File: src/rtl/vga_pkg.sv
// Shared VGA/game definitions: active-window bounds, screen mode and layer
// encodings, colour constants and the per-pixel request bundle fed to the
// pixel arbiter.
package vga_pkg;

    localparam logic [9:0] ACT_X_MIN = 10'd144;
    localparam logic [9:0] ACT_X_MAX = 10'd783;
    localparam logic [9:0] ACT_Y_MIN = 10'd35;
    localparam logic [9:0] ACT_Y_MAX = 10'd514;

    typedef enum logic [1:0] {
        MODE_TITLE = 2'd0,
        MODE_PLAY  = 2'd1,
        MODE_OVER  = 2'd2
    } mode_t;

    typedef enum logic [1:0] {
        LAYER_NONE   = 2'd0,
        LAYER_TEXT   = 2'd1,
        LAYER_SPRITE = 2'd2
    } layer_t;

    localparam logic [11:0] COL_BLACK = 12'h000;
    localparam logic [11:0] COL_WHITE = 12'hFFF;
    localparam logic [11:0] COL_RED   = 12'hF00;

    // Everything the arbiter needs about the current pixel.
    typedef struct packed {
        logic [9:0]  x;
        logic [9:0]  y;
        logic        title;
        logic        over;
        logic        sprite;
        logic [11:0] sprite_rgb;
    } pix_req_t;

    function automatic logic in_active(input logic [9:0] x, input logic [9:0] y);
        return (x >= ACT_X_MIN) && (x <= ACT_X_MAX) &&
               (y >= ACT_Y_MIN) && (y <= ACT_Y_MAX);
    endfunction

endpackage

File: src/rtl/screen_sequencer_if.sv
// Signal bundle between the screen sequencer and the rest of the game.
//   xsync/ysync      : raw timing-generator counters
//   start/game_over  : player start level, one-cycle game-over event
//   *_px, sprite_rgb : per-pixel layer hits and sprite colour
//   mode             : current screen (0 TITLE, 1 PLAY, 2 OVER)
//   frame_tick/blink : frame-rate timing for game logic
//   rgb/layer_sel    : arbitrated pixel colour and granted layer
// slave = sequencer view, master = game/timing side view.
interface screen_sequencer_if;
    logic [9:0]  xsync;
    logic [9:0]  ysync;
    logic        start;
    logic        game_over;
    logic        title_px;
    logic        over_px;
    logic        sprite_px;
    logic [11:0] sprite_rgb;
    logic [1:0]  mode;
    logic        frame_tick;
    logic        blink;
    logic [11:0] rgb;
    logic [1:0]  layer_sel;

    modport slave (
        input  xsync, ysync, start, game_over, title_px, over_px, sprite_px, sprite_rgb,
        output mode, frame_tick, blink, rgb, layer_sel
    );

    modport master (
        output xsync, ysync, start, game_over, title_px, over_px, sprite_px, sprite_rgb,
        input  mode, frame_tick, blink, rgb, layer_sel
    );
endinterface

File: src/rtl/pixel_mux.sv
// Pixel arbiter: blanks outside the active window, otherwise grants the
// layer that matches the current screen mode, and registers the result.
//   clk, clr   : pixel clock, async active-high reset
//   req        : current pixel coordinates, layer hits, sprite colour
//   mode,blink : current screen mode and blink phase
//   rgb        : registered colour, 1 cycle after req
//   layer_sel  : registered granted layer
module pixel_mux
    import vga_pkg::*;
(
    input  logic        clk,
    input  logic        clr,
    input  pix_req_t    req,
    input  mode_t       mode,
    input  logic        blink,
    output logic [11:0] rgb,
    output layer_t      layer_sel
);

    logic [11:0] rgb_d;
    layer_t      layer_d;

    always_comb begin
        rgb_d   = COL_BLACK;
        layer_d = LAYER_NONE;
        if (in_active(req.x, req.y)) begin
            // Each mode owns exactly one foreground layer; hits from
            // other layers are ignored rather than prioritised.
            case (mode)
                MODE_PLAY: if (req.sprite) begin
                    rgb_d   = req.sprite_rgb;
                    layer_d = LAYER_SPRITE;
                end
                MODE_TITLE: if (req.title && blink) begin
                    rgb_d   = COL_WHITE;
                    layer_d = LAYER_TEXT;
                end
                MODE_OVER: if (req.over) begin
                    rgb_d   = COL_RED;
                    layer_d = LAYER_TEXT;
                end
                default: ;
            endcase
        end
    end

    always_ff @(posedge clk or posedge clr) begin
        if (clr) begin
            rgb       <= COL_BLACK;
            layer_sel <= LAYER_NONE;
        end else begin
            rgb       <= rgb_d;
            layer_sel <= layer_d;
        end
    end

endmodule

File: src/rtl/screen_sequencer.sv
// Frame-synchronous screen controller. Sequences TITLE -> PLAY -> OVER ->
// TITLE, changing screen only on the frame_tick edge, and produces frame
// and blink timing. Pixel arbitration is delegated to pixel_mux.
//   clk, clr : pixel clock, async active-high reset
//   bus      : screen_sequencer_if.slave (see interface header)
module screen_sequencer
    import vga_pkg::*;
#(
    parameter int H_TOTAL      = 800,
    parameter int V_TOTAL      = 525,
    parameter int BLINK_FRAMES = 30,
    parameter int OVER_FRAMES  = 180
) (
    input logic               clk,
    input logic               clr,
    screen_sequencer_if.slave bus
);

    localparam logic [9:0] X_LAST     = 10'(H_TOTAL - 1);
    localparam logic [9:0] Y_LAST     = 10'(V_TOTAL - 1);
    localparam logic [7:0] BLINK_LAST = 8'(BLINK_FRAMES - 1);
    localparam logic [7:0] OVER_LAST  = 8'(OVER_FRAMES - 1);

    mode_t      mode_q, mode_d;
    logic       frame_tick_q;
    logic       start_q;
    logic       start_pend;
    logic       over_pend;
    logic [7:0] over_cnt;
    logic [7:0] blink_cnt;
    logic       blink_q;
    logic       rise;
    logic       mode_chg;
    pix_req_t   pix_req;
    logic [11:0] rgb;
    layer_t     layer;

    assign rise     = bus.start & ~start_q;
    assign mode_chg = (mode_d != mode_q);

    // Next-state: only a frame_tick edge may move the screen. Pending
    // flags are sampled here before any same-cycle event can set them,
    // so an event coinciding with frame_tick waits one frame.
    always_comb begin
        mode_d = mode_q;
        if (frame_tick_q) begin
            case (mode_q)
                MODE_TITLE: if (start_pend)             mode_d = MODE_PLAY;
                MODE_PLAY:  if (over_pend)              mode_d = MODE_OVER;
                MODE_OVER:  if (over_cnt == OVER_LAST)  mode_d = MODE_TITLE;
                default:                                mode_d = MODE_TITLE;
            endcase
        end
    end

    always_ff @(posedge clk or posedge clr) begin
        if (clr) mode_q <= MODE_TITLE;
        else     mode_q <= mode_d;
    end

    // Frame tick lands on the counters' (0,0) cycle.
    always_ff @(posedge clk or posedge clr) begin
        if (clr) begin
            frame_tick_q <= 1'b0;
            start_q      <= 1'b0;
        end else begin
            frame_tick_q <= (bus.xsync == X_LAST) && (bus.ysync == Y_LAST);
            start_q      <= bus.start;
        end
    end

    always_ff @(posedge clk or posedge clr) begin
        if (clr) begin
            start_pend <= 1'b0;
            over_pend  <= 1'b0;
        end else if (mode_chg) begin
            start_pend <= 1'b0;
            over_pend  <= 1'b0;
        end else begin
            if (rise && mode_q == MODE_TITLE)         start_pend <= 1'b1;
            if (bus.game_over && mode_q == MODE_PLAY) over_pend  <= 1'b1;
        end
    end

    // over_cnt reads 0 on entry to OVER, so OVER spans OVER_FRAMES frames.
    always_ff @(posedge clk or posedge clr) begin
        if (clr)                                    over_cnt <= '0;
        else if (mode_chg)                          over_cnt <= '0;
        else if (frame_tick_q && mode_q == MODE_OVER) over_cnt <= over_cnt + 8'd1;
    end

    always_ff @(posedge clk or posedge clr) begin
        if (clr) begin
            blink_cnt <= '0;
            blink_q   <= 1'b1;
        end else if (mode_chg) begin
            blink_cnt <= '0;
            blink_q   <= 1'b1;
        end else if (frame_tick_q) begin
            if (blink_cnt == BLINK_LAST) begin
                blink_cnt <= '0;
                blink_q   <= ~blink_q;
            end else begin
                blink_cnt <= blink_cnt + 8'd1;
            end
        end
    end

    always_comb begin
        pix_req            = '0;
        pix_req.x          = bus.xsync;
        pix_req.y          = bus.ysync;
        pix_req.title      = bus.title_px;
        pix_req.over       = bus.over_px;
        pix_req.sprite     = bus.sprite_px;
        pix_req.sprite_rgb = bus.sprite_rgb;
    end

    pixel_mux u_pixel_mux (
        .clk       (clk),
        .clr       (clr),
        .req       (pix_req),
        .mode      (mode_q),
        .blink     (blink_q),
        .rgb       (rgb),
        .layer_sel (layer)
    );

    assign bus.mode       = mode_q;
    assign bus.frame_tick = frame_tick_q;
    assign bus.blink      = blink_q;
    assign bus.rgb        = rgb;
    assign bus.layer_sel  = layer;

endmodule
File: src/flat_wrapper.sv
// flat-port wrapper written by rule: the top's interface ports become plain ports
module screen_sequencer_flat import vga_pkg::*;
#(
    parameter int H_TOTAL      = 800,
    parameter int V_TOTAL      = 525,
    parameter int BLINK_FRAMES = 30,
    parameter int OVER_FRAMES  = 180
)
  (clk, clr, bus_xsync, bus_ysync, bus_start, bus_game_over, bus_title_px, bus_over_px, bus_sprite_px, bus_sprite_rgb, bus_mode, bus_frame_tick, bus_blink, bus_rgb, bus_layer_sel);
  screen_sequencer_if bus_i ();
  input logic clk;
  input logic clr;
  input wire logic [$bits(bus_i.xsync)-1:0] bus_xsync;
  input wire logic [$bits(bus_i.ysync)-1:0] bus_ysync;
  input wire logic [$bits(bus_i.start)-1:0] bus_start;
  input wire logic [$bits(bus_i.game_over)-1:0] bus_game_over;
  input wire logic [$bits(bus_i.title_px)-1:0] bus_title_px;
  input wire logic [$bits(bus_i.over_px)-1:0] bus_over_px;
  input wire logic [$bits(bus_i.sprite_px)-1:0] bus_sprite_px;
  input wire logic [$bits(bus_i.sprite_rgb)-1:0] bus_sprite_rgb;
  output wire logic [$bits(bus_i.mode)-1:0] bus_mode;
  output wire logic [$bits(bus_i.frame_tick)-1:0] bus_frame_tick;
  output wire logic [$bits(bus_i.blink)-1:0] bus_blink;
  output wire logic [$bits(bus_i.rgb)-1:0] bus_rgb;
  output wire logic [$bits(bus_i.layer_sel)-1:0] bus_layer_sel;
  assign bus_i.xsync = bus_xsync;
  assign bus_i.ysync = bus_ysync;
  assign bus_i.start = bus_start;
  assign bus_i.game_over = bus_game_over;
  assign bus_i.title_px = bus_title_px;
  assign bus_i.over_px = bus_over_px;
  assign bus_i.sprite_px = bus_sprite_px;
  assign bus_i.sprite_rgb = bus_sprite_rgb;
  assign bus_mode = bus_i.mode;
  assign bus_frame_tick = bus_i.frame_tick;
  assign bus_blink = bus_i.blink;
  assign bus_rgb = bus_i.rgb;
  assign bus_layer_sel = bus_i.layer_sel;
  screen_sequencer #(.H_TOTAL(H_TOTAL), .V_TOTAL(V_TOTAL), .BLINK_FRAMES(BLINK_FRAMES), .OVER_FRAMES(OVER_FRAMES)) u_core (.clk(clk), .clr(clr), .bus(bus_i));
endmodule
File: config.mk
export PLATFORM = sky130hd
export DESIGN_NAME = screen_sequencer_flat
export DESIGN_NICKNAME = d
export VERILOG_FILES = /design/src/rtl/vga_pkg.sv /design/src/rtl/screen_sequencer_if.sv /design/src/rtl/pixel_mux.sv /design/src/rtl/screen_sequencer.sv /design/src/flat_wrapper.sv
export SDC_FILE = /design/constraint.sdc
export NUM_CORES = 1
export LEC_CHECK = 0
export ABC_AREA = 1
export BUFFER_PORTS_ARGS = -buffer_cell sky130_fd_sc_hd__buf_2
export CAP_MARGIN = 30
export CELL_PAD_IN_SITES_DETAIL_PLACEMENT = 1
export CELL_PAD_IN_SITES_GLOBAL_PLACEMENT = 1
export CORE_MARGIN = 2
export CORE_UTILIZATION = 37
export DETAILED_ROUTE_END_ITERATION = 10
export PLACE_DENSITY_LB_ADDON = 0.3
export SETUP_SLACK_MARGIN = 0.5
export SYNTH_ARGS = -nofsm -noshare
export SYNTH_HDL_FRONTEND = slang
export SYNTH_SLANG_ARGS = --single-unit
File: constraint.sdc
create_clock -name clk -period 1.7 [get_ports clk]
set_input_delay 0.51 -clock clk [delete_from_list [all_inputs] [get_ports clk]]
set_output_delay 0.51 -clock clk [all_outputs]
set_load 0.01 [all_outputs]
; Word-level counts from Yosys, hierarchy flattened
; Index checks and enable logic that the tools add are counted.
[op_classes]
n_addsub = 2
n_lt_le_gt_ge = 4
n_eq_ne = 7
mux = 27
bitwise = 3
reduce_logical = 15
[op_table]
columns = op, count
row1 = 2-to-1 mux 12 bit, 4
row2 = 2-to-1 mux 8 bit, 5
row3 = one-hot mux 12 bit (3 select lines), 1
row4 = equality test 10 bit (second input constant), 2
row5 = <= comparator 10 bit (second input constant), 2
row6 = adder 8 x 1 -> 8 bit (second input constant), 2
row7 = 2-to-1 mux 2 bit, 6
row8 = one-hot mux 2 bit (3 select lines), 2
row9 = >= comparator 10 x 6 -> 1 bit (second input constant), 1
row10 = >= comparator 10 x 8 -> 1 bit (second input constant), 1
row11 = nonzero test 2 bit, 5
row12 = 2-to-1 mux 1 bit, 9
row13 = equality test 8 x 5 -> 1 bit (second input constant), 1
row14 = equality test 8 bit (second input constant), 1
row15 = logical AND 1 bit, 8
row16 = equality test 2 x 1 -> 1 bit (second input constant), 1
row17 = equality test 2 bit (second input constant), 1
row18 = logical NOT 2 bit, 1
row19 = inequality test 2 bit, 1
row20 = inverter 1 bit, 2
row21 = AND reduction 2 bit, 1
row22 = AND 1 bit, 1
[word_totals]
reg_bits = 37

; Depth between registers and ports, before layout
; Gate-level depths: netlist (run 1).
[depth]
depth_word = 7
ltp_mapped = 10
depth_no_buf = 10

; Cells and area by module
; Synthesis (run 1) repeated with hierarchy kept, for this count alone.
[unflattened]
hier_cells = 263
area_unflattened_um2 = 2139.6
[by_module_without_submodules]
columns = mod, instances, cells_per_inst, area_each_um2, seq_area_each_um2
row1 = screen_sequencer, 1, 169, 1343.8, 576.8
row2 = pixel_mux, 1, 94, 795.8, 350.3

; Worst setup path before layout (run 1)
; Ideal clock, no wire load.
[synth_timing]
path_kind = input port to flip-flop
start = input bus_ysync[8]
end = register u_core.u_pixel_mux.rgb[10]
setup_time_ns = 0.072
t_arrival_ns = 1.312
required_time_ns = 1.628
setup_slack_ns = 0.316
path_stages = 6
cell_sequence = nor3_2 nand2_1 o21ai_1 nand4_1 buf_2 nor2_1
[synth_between]
elab_chain_cells = 4
[synth_lines]
columns = item, line_no
row1 = start: declaration, flat_wrapper.sv:14  ; input wire logic [$bits(bus_i.ysync)-1:0] bus_ysync;
row2 = >= comparator 10 x 6 -> 1 bit, vga_pkg.sv:39  ; (y >= ACT_Y_MIN) && (y <= ACT_Y_MAX);
row3 = logical AND 1 bit, vga_pkg.sv:38  ; return (x >= ACT_X_MIN) && (x <= ACT_X_MAX) &&
row4 = logical AND 1 bit (*), vga_pkg.sv:39
row5 = 2-to-1 mux 12 bit (*), pixel_mux.sv:26  ; if (in_active(req.x, req.y)) begin
row6 = net u_core.u_pixel_mux.rgb_d[10], pixel_mux.sv:20  ; logic [11:0] rgb_d;
row7 = end signal: assignment, pixel_mux.sv:52  ; rgb <= rgb_d;
row8 = end: declaration, pixel_mux.sv:16  ; output logic [11:0] rgb,
; The timed path passes the listed nets; every way through them passes the cells marked *.
; A chain may end at the register's enable or synchronous reset.

; Worst setup path after layout (run 1)
[layout_timing]
start = register u_core.mode_q[1] (netlist: u_core.bus.mode[1])
end = register u_core.over_cnt[5]
[layout_between]
elab_chain_cells = 5
[layout_lines]
columns = item, line_no
row1 = start: declaration, screen_sequencer.sv:24  ; mode_t mode_q, mode_d;
row2 = start signal: assignment, screen_sequencer.sv:58  ; else mode_q <= mode_d;
row3 = equality test 2 bit (tied with other cells), "screen_sequencer.sv:47, screen_sequencer.sv:89"
row4 = one-hot mux 2 bit (3 select lines), screen_sequencer.sv:47  ; case (mode_q)
row5 = 2-to-1 mux 2 bit, screen_sequencer.sv:46  ; if (frame_tick_q) begin
row6 = inequality test 2 bit, screen_sequencer.sv:39  ; assign mode_chg = (mode_d != mode_q);
row7 = 2-to-1 mux 8 bit or nonzero test 2 bit (tied branches), -
row8 = end signal: assignment, screen_sequencer.sv:89  ; else if (frame_tick_q && mode_q == MODE_OVER) over_cnt <= over_cnt + 8'd1;
row9 = end: declaration, screen_sequencer.sv:29  ; logic [7:0] over_cnt;
; Parallel ways exist; a longest one is shown, timed or not.

==> results of run 1 <==
[worst max path at each step]
stage                                       endpoint  slack, ns  depth (start not counted)
final                             u_core.over_cnt[5]       0.14                          9
after global routing              u_core.over_cnt[5]       0.04                          9
after CTS                             bus_frame_tick       0.25                          2
after detailed placement   u_core.u_pixel_mux.rgb[6]       0.13                          7
after global placement    u_core.u_pixel_mux.rgb[10]       0.21                          7
after floorplan           u_core.u_pixel_mux.rgb[10]       0.34                          6
[through the flow]
stage          instance area, sq um  setup slack [ns]  cells  power (mW)
2_1_floorplan                  1940             0.344    222       0.936
3_3_place_gp                   2340             0.211    345        1.00
3_5_place_dp                   2340             0.129    345        1.01
4_1_cts                        2670             0.249    368        1.63
5_1_grt                        2890            0.0405    378        1.69
6_report                       2890             0.138    378        1.63
[cells by family (layout without fill, tap and decap cells)]
kind of cell / count (synthesis) / after routing / share of synthesized area
adders and majority gates: 3 / 3 / 0.0199
and+or+nand+nor: 113 / 113 / 0.288
DFF: 37 / 37 / 0.492
xor gates and xnor gates: 11 / 11 / 0.0511
AOI/OAI and AO/OA: 27 / 27 / 0.0797
buffers and inverters: 31 / 120 / 0.0691
[cell type report]
class | count | share of cell area
multi-input cells | 154 | 0.364
flip-flops and latches | 37 | 0.322
repair buffers | 84 | 0.209
inverters | 27 | 0.0433
well taps | 67 | 0.0290
clock buffers | 5 | 0.0238
clock inverters | 3 | 0.00606
repair inverters | 1 | 0.00260
[repair_timing]
item	in CTS	in global routing
buffers inserted	14	9
pin swaps	7	8
endpoints found under the setup margin	51	52
endpoints found under the hold margin	0	0
gates cloned	1	1
gates resized for setup	35	32
[where the power goes]
| group | internal (mW) | leakage, nW | switching (mW) |
|---|---|---|---|
| clock | 0.284 | 0.0439 | 0.353 |
| sequential | 0.881 | 0.496 | 0.000403 |
| combinational | 0.0524 | 0.872 | 0.0606 |
| total | 1.22 | 1.41 | 0.413 |
[critical path, delay by kind of cell (launching register included)]
| kind | cells | cell delay [ns] |
|---|---|---|
| AND/OR/NAND/NOR | 5 | 0.50 |
| flip-flops | 1 | 0.50 |
| AO/OA/AOI/OAI | 2 | 0.26 |
| buffers and inverters | 2 | 0.25 |
[placed cells by master, fill, tap and decap left out, types with 5 or more instances in the layout]
cell,instances
nor2_2,7
nor2_1,29
nand2_4,5
a21oi_2,10
buf_6,10
inv_1,14
buf_4,19
nand3_2,6
xor2_1,6
dfrtp_1,33
inv_2,6
xnor2_1,5
clkbuf_8,5
nand3_1,6
buf_2,50
nand2_1,33
[routing by layer]
layer  track usage  up-vias  part of all wire
li1              -      885                 -
met1         0.254      898              0.41
met2         0.355       52              0.52
met3        0.0556        8             0.045
met4        0.0936        0             0.021
met5             0        -                 0
[sequential cells by signal (all words and copies together) (netlist names)]
register / count
u_core.over_pend: 1
u_core.bus.blink: 1
u_core.bus.mode: 2
u_core.start_pend: 1
u_core.u_pixel_mux.rgb: 12
u_core.u_pixel_mux.layer_sel: 2
u_core.over_cnt: 8
u_core.blink_cnt: 8
u_core.start_q: 1
u_core.bus.frame_tick: 1
==> flow_metrics.tcl, run 1 <==
set metrics [dict create \
    rr_startpoint "u_core.bus.mode[1]" \
    port_buffers 56 \
    slew_viol_final 0 \
    grt_pass1_vias 1833 \
    ff2ff_setup_slack_ns 0.14 \
    die-area_sq_mm 0.00568 \
    synth-edff-count 0 \
    die_h_um 75.4 \
    ant_nets 0 \
    regArea_sq_um 931 \
    required_ns 1.94 \
    finalCritPeriodShare 0.919 \
    gr-total-overflow 0 \
    ys_types 34 \
    drt-initial-drc-count 118 \
    core-area_sq_mm 0.00482 \
    yosysSeqAreaShare 0.492 \
    wl_per_cell_um 17.0 \
    startpoint_type "register" \
    hold_class "in -> async" \
    final-setup-viol-count 0 \
    htreeDepth 2 \
    worstPathCellList "buf_4 > nand2_4 > nor2_4 > inv_4 > nor2_4 > nand2_2 > o21bai_1 > o21ai_1 > nor2_2" \
    yosys.cell_count.top_type "nand2_1" \
    clk_pin_slew_ns 0.09 \
    antenna_found_initial 0 \
    slowest_stage "dfrtp_2" \
    yosys-top-cells-count "nand2_1, dfrtp_1, nor2_1, inv_1, a21oi_1" \
    ir_drop_uv 402 \
    die_w_um 75.4 \
    crit_arrival_ns 1.80 \
    max_freq_mhz 640 \
    hold_viol_final 0 \
    setup-tns-final_ns 0 \
    cts_tree "built" \
    cts_root_buffer "clkbuf_8" \
    multi_input_area_sq_mm 0.00105 \
    worstReg2RegEnd "u_core.over_cnt[5]" \
    rsz0062_at_grt "yes" \
    nNetsFinal 352 \
    synth_area_sq_mm 0.00188 \
    drv_cap 0 \
    grt_pass1_wl_um 8670 \
    clock_sinks 37 \
    row_count 25 \
    clockBufferDepth 2 \
    fillers 579 \
    area_growth_pct 53.5 \
    async_reset_ff_frac 1.00 \
    skew_ns 0.00998 \
    power.density_mw_per_mm2 564 \
    drive_above_1_share 0.518 \
    yosys_warnings 0 \
    synth_nets 264 \
    track_usage 0.211 \
    relSlewSlack 0.794 \
    final_util 0.601 \
    max_stage_delay_ns 0.50 \
    ys.flop_type "dfrtp_1" \
    end_kind "register" \
    cpMostUsedCell "nor2_4" \
    gp_congestion 0.776 \
    initial_core_util 0.391 \
    via_per_inst 4.88 \
    synth_area_leaders "dfrtp_1, nand2_1, nor2_1, inv_1, a21oi_1" \
    syn_avg_cell_area_sq_um 8.49 \
    vias 1843 \
    cts_buffers 5 \
    period_needed_ns 1.56 \
    io_pins 57 \
    synth_top_area_frac 0.478 \
    crit_type "reg -> reg" \
    rr_worst_depth 9 \
    status "completed" \
    grt_max_degree 38 \
    critPathLaunch "u_core.bus.mode[1]" \
    worst-slew-pin-transition_ns 0.307 \
    wl_um 6440 \
    dr.pass1.iters 4 \
    p_leak_nw 1.41 \
    path_max_fanout 5 \
    syn_inst 222 \
    insertion_delay_ns 0.30 \
    drc 0 \
    synth_largest_area_cell "dfrtp_1" \
    whs_ns 0.248 \
    hpwl_um 3340 \
    antennaDiodeCount 0 \
    ys_ff_latch 37 \
    cts.hold.buffers_added 0 \
]
No activity file was read; power rests on OpenSTA's default activity.
==> run 2: changes to the inputs <==
--- a/config.mk
+++ b/config.mk
@@ -10,8 +10,7 @@
 export CAP_MARGIN = 30
 export CELL_PAD_IN_SITES_DETAIL_PLACEMENT = 1
 export CELL_PAD_IN_SITES_GLOBAL_PLACEMENT = 1
-export CORE_MARGIN = 2
-export CORE_UTILIZATION = 37
+export CORE_UTILIZATION = 40
 export DETAILED_ROUTE_END_ITERATION = 10
 export PLACE_DENSITY_LB_ADDON = 0.3
 export SETUP_SLACK_MARGIN = 0.5
==> constraint.sdc (replaced) <==
create_clock -name clk -period 2 [get_ports clk]
set_input_delay 0.6 -clock clk [delete_from_list [all_inputs] [get_ports clk]]
set_output_delay 0.6 -clock clk [all_outputs]
set_load 0.01 [all_outputs]
==> run 2 against run 1 <==
Against the previous run: total power decreased by 16%; combinational power down 28%; the run now ends with design-rule violations left; clock skew rose by 0.0034 ns; register-to-register slack better by 0.35 ns; critical path depth decreased by 8; flip-flop and latch count unchanged; worst hold slack gained 0.16 ns; routed wire length shrank 14%; die area fell by 12%; clock power decreased by 15%.
==> flow_metrics.tcl, run 2 (synthesis results as in run 1) <==
set metrics [dict create \
    status "complete, but fails checks" \
    violations "design-rule violations" \
    place_area_sq_mm 0.00224 \
    hold_viol_final 0 \
    regArea_sq_um 931 \
    wl_per_cell_um 15.5 \
    period_needed_ns 1.55 \
    path_delay_family "flip-flops" \
    largest_reg_flops 12 \
    clk_pin_slew_ns 0.09 \
    post-place-ws_ns 0.365 \
    hpwl_um 3480 \
    required_ns 1.40 \
    grt_pass1_wl_um 8470 \
    insertion_delay_ns 0.30 \
    fin_area_sq_mm 0.00256 \
    startpoint_type "register" \
    final_util 0.577 \
    grt_pass1_vias 1840 \
    die_w_um 70.6 \
    final_cell_mix "buf_2, nand2_1, nor2_1, dfrtp_1" \
    cts.hold.buffers_added 0 \
    port_buffers 56 \
    htreeDepth 2 \
    finalCritPeriodShare 0.774 \
    crit_buf_inv 1 \
    grt_max_degree 38 \
    power.density_mw_per_mm2 533 \
    max_stage_delay_ns 0.55 \
    core-area_sq_mm 0.00444 \
    cts_buffers 5 \
    area_growth_pct 36.1 \
    top_register "u_core.u_pixel_mux.rgb" \
    drc 2 \
    crit_arrival_ns 0.95 \
    nNetsFinal 346 \
    ant_nets 0 \
    crit_type "reg -> out" \
    vias 1802 \
    power_mw 1.37 \
    clockBufferDepth 2 \
    ir_drop_uv 449 \
    cts_root_buffer "clkbuf_8" \
    hold_class "in -> async" \
    initial_core_util 0.424 \
    die_h_um 70.6 \
    whs_ns 0.412 \
    relSlewSlack 0.679 \
    antenna_found_initial 0 \
    fillers 544 \
    slowest_stage "dfstp_2" \
    dr.pass1.iters 7 \
    slew_viol_final 0 \
    setup-tns-final_ns 0 \
    cts_tree "built" \
    final-setup-viol-count 0 \
    instances_no_fill 357 \
    track_usage 0.221 \
    rr_worst_depth 10 \
    drv_cap 0 \
    antennaDiodeCount 0 \
    drt-initial-drc-count 112 \
    wl_um 5520 \
    rr_startpoint "u_core.over_cnt[1]" \
    reg_top3 "u_core.u_pixel_mux.rgb x12, u_core.blink_cnt x8, u_core.over_cnt x8" \
    setup_slack_ns 0.451 \
    ff2ff_setup_slack_ns 0.49 \
    gr-total-overflow 0 \
    skew_ns 0.0134 \
    dpl.cell_count 331 \
    gp_congestion 0.732 \
    worstPathCellList "buf_6" \
    clock_sinks 37 \
    max_freq_mhz 646 \
    worst-slew-pin-transition_ns 0.481 \
    io_pins 57 \
    end_kind "output port" \
    drive_above_1_share 0.407 \
    row_count 24 \
    die-area_sq_mm 0.00499 \
    worstReg2RegEnd "u_core.blink_cnt[0]" \
    rsz0062_at_grt "yes" \
    p_leak_nw 1.32 \
    path_max_fanout 2 \
    layout_commonest_cell "buf_2" \
    via_per_inst 5.05 \
    multi_input_area_sq_um 885 \
]
-- run 2: power breakdown --
| group | total (mW) | switching, mW | internal (mW) | leakage (nW) |
|---|---|---|---|---|
| clock | 0.538 | 0.297 | 0.241 | 0.0439 |
| combinational | 0.0813 | 0.0446 | 0.0367 | 0.778 |
| sequential | 0.749 | 0.000228 | 0.748 | 0.496 |
| total | 1.37 | 0.341 | 1.03 | 1.32 |
-- run 2: timing repair --
item	4_1_cts	5_1_grt
hold endpoints to repair	0	0
gates cloned	0	1
setup buffers	7	10
gates resized for setup	11	20
endpoints found under the setup margin	15	35
pin swaps	1	11
-- run 2: worst min-delay path, stage by stage --
cell and delay (ns):
buf_2 0.11, inv_1 0.05, buf_4 0.41
-- run 2: worst max path at each step --
stage,slack [ns],end,startpoint,depth (start not counted)
detailed placement,0.36,u_core.u_pixel_mux.rgb[2],bus_ysync[8],7
global route,0.39,u_core.blink_cnt[0],u_core.over_cnt[1],10
floorplan,0.53,u_core.u_pixel_mux.rgb[10],bus_ysync[8],6
global placement,0.42,u_core.u_pixel_mux.rgb[3],bus_ysync[8],7
CTS,0.47,bus_blink,u_core.bus.blink,1
finish,0.45,bus_blink,u_core.bus.blink,1
-- run 2: metal layers --
| metal | up-vias | part of all wire | GRT usage |
|---|---|---|---|
| met1 | 879 | 0.40 | 0.266 |
| met3 | 4 | 0.045 | 0.0641 |
| li1 | 874 | - | - |
| met2 | 45 | 0.54 | 0.384 |
| met4 | 0 | 0.0094 | 0.0733 |
| met5 | - | 0 | 0 |
-- run 2: area by class of cell --
class | instances | share of cell area
inverters | 27 | 0.0420
repair buffers | 78 | 0.188
well taps | 52 | 0.0254
repair inverters | 1 | 0.00293
flip-flops and latches | 37 | 0.363
clock buffers | 5 | 0.0268
clock inverters | 3 | 0.00683
multi-input cells | 154 | 0.345
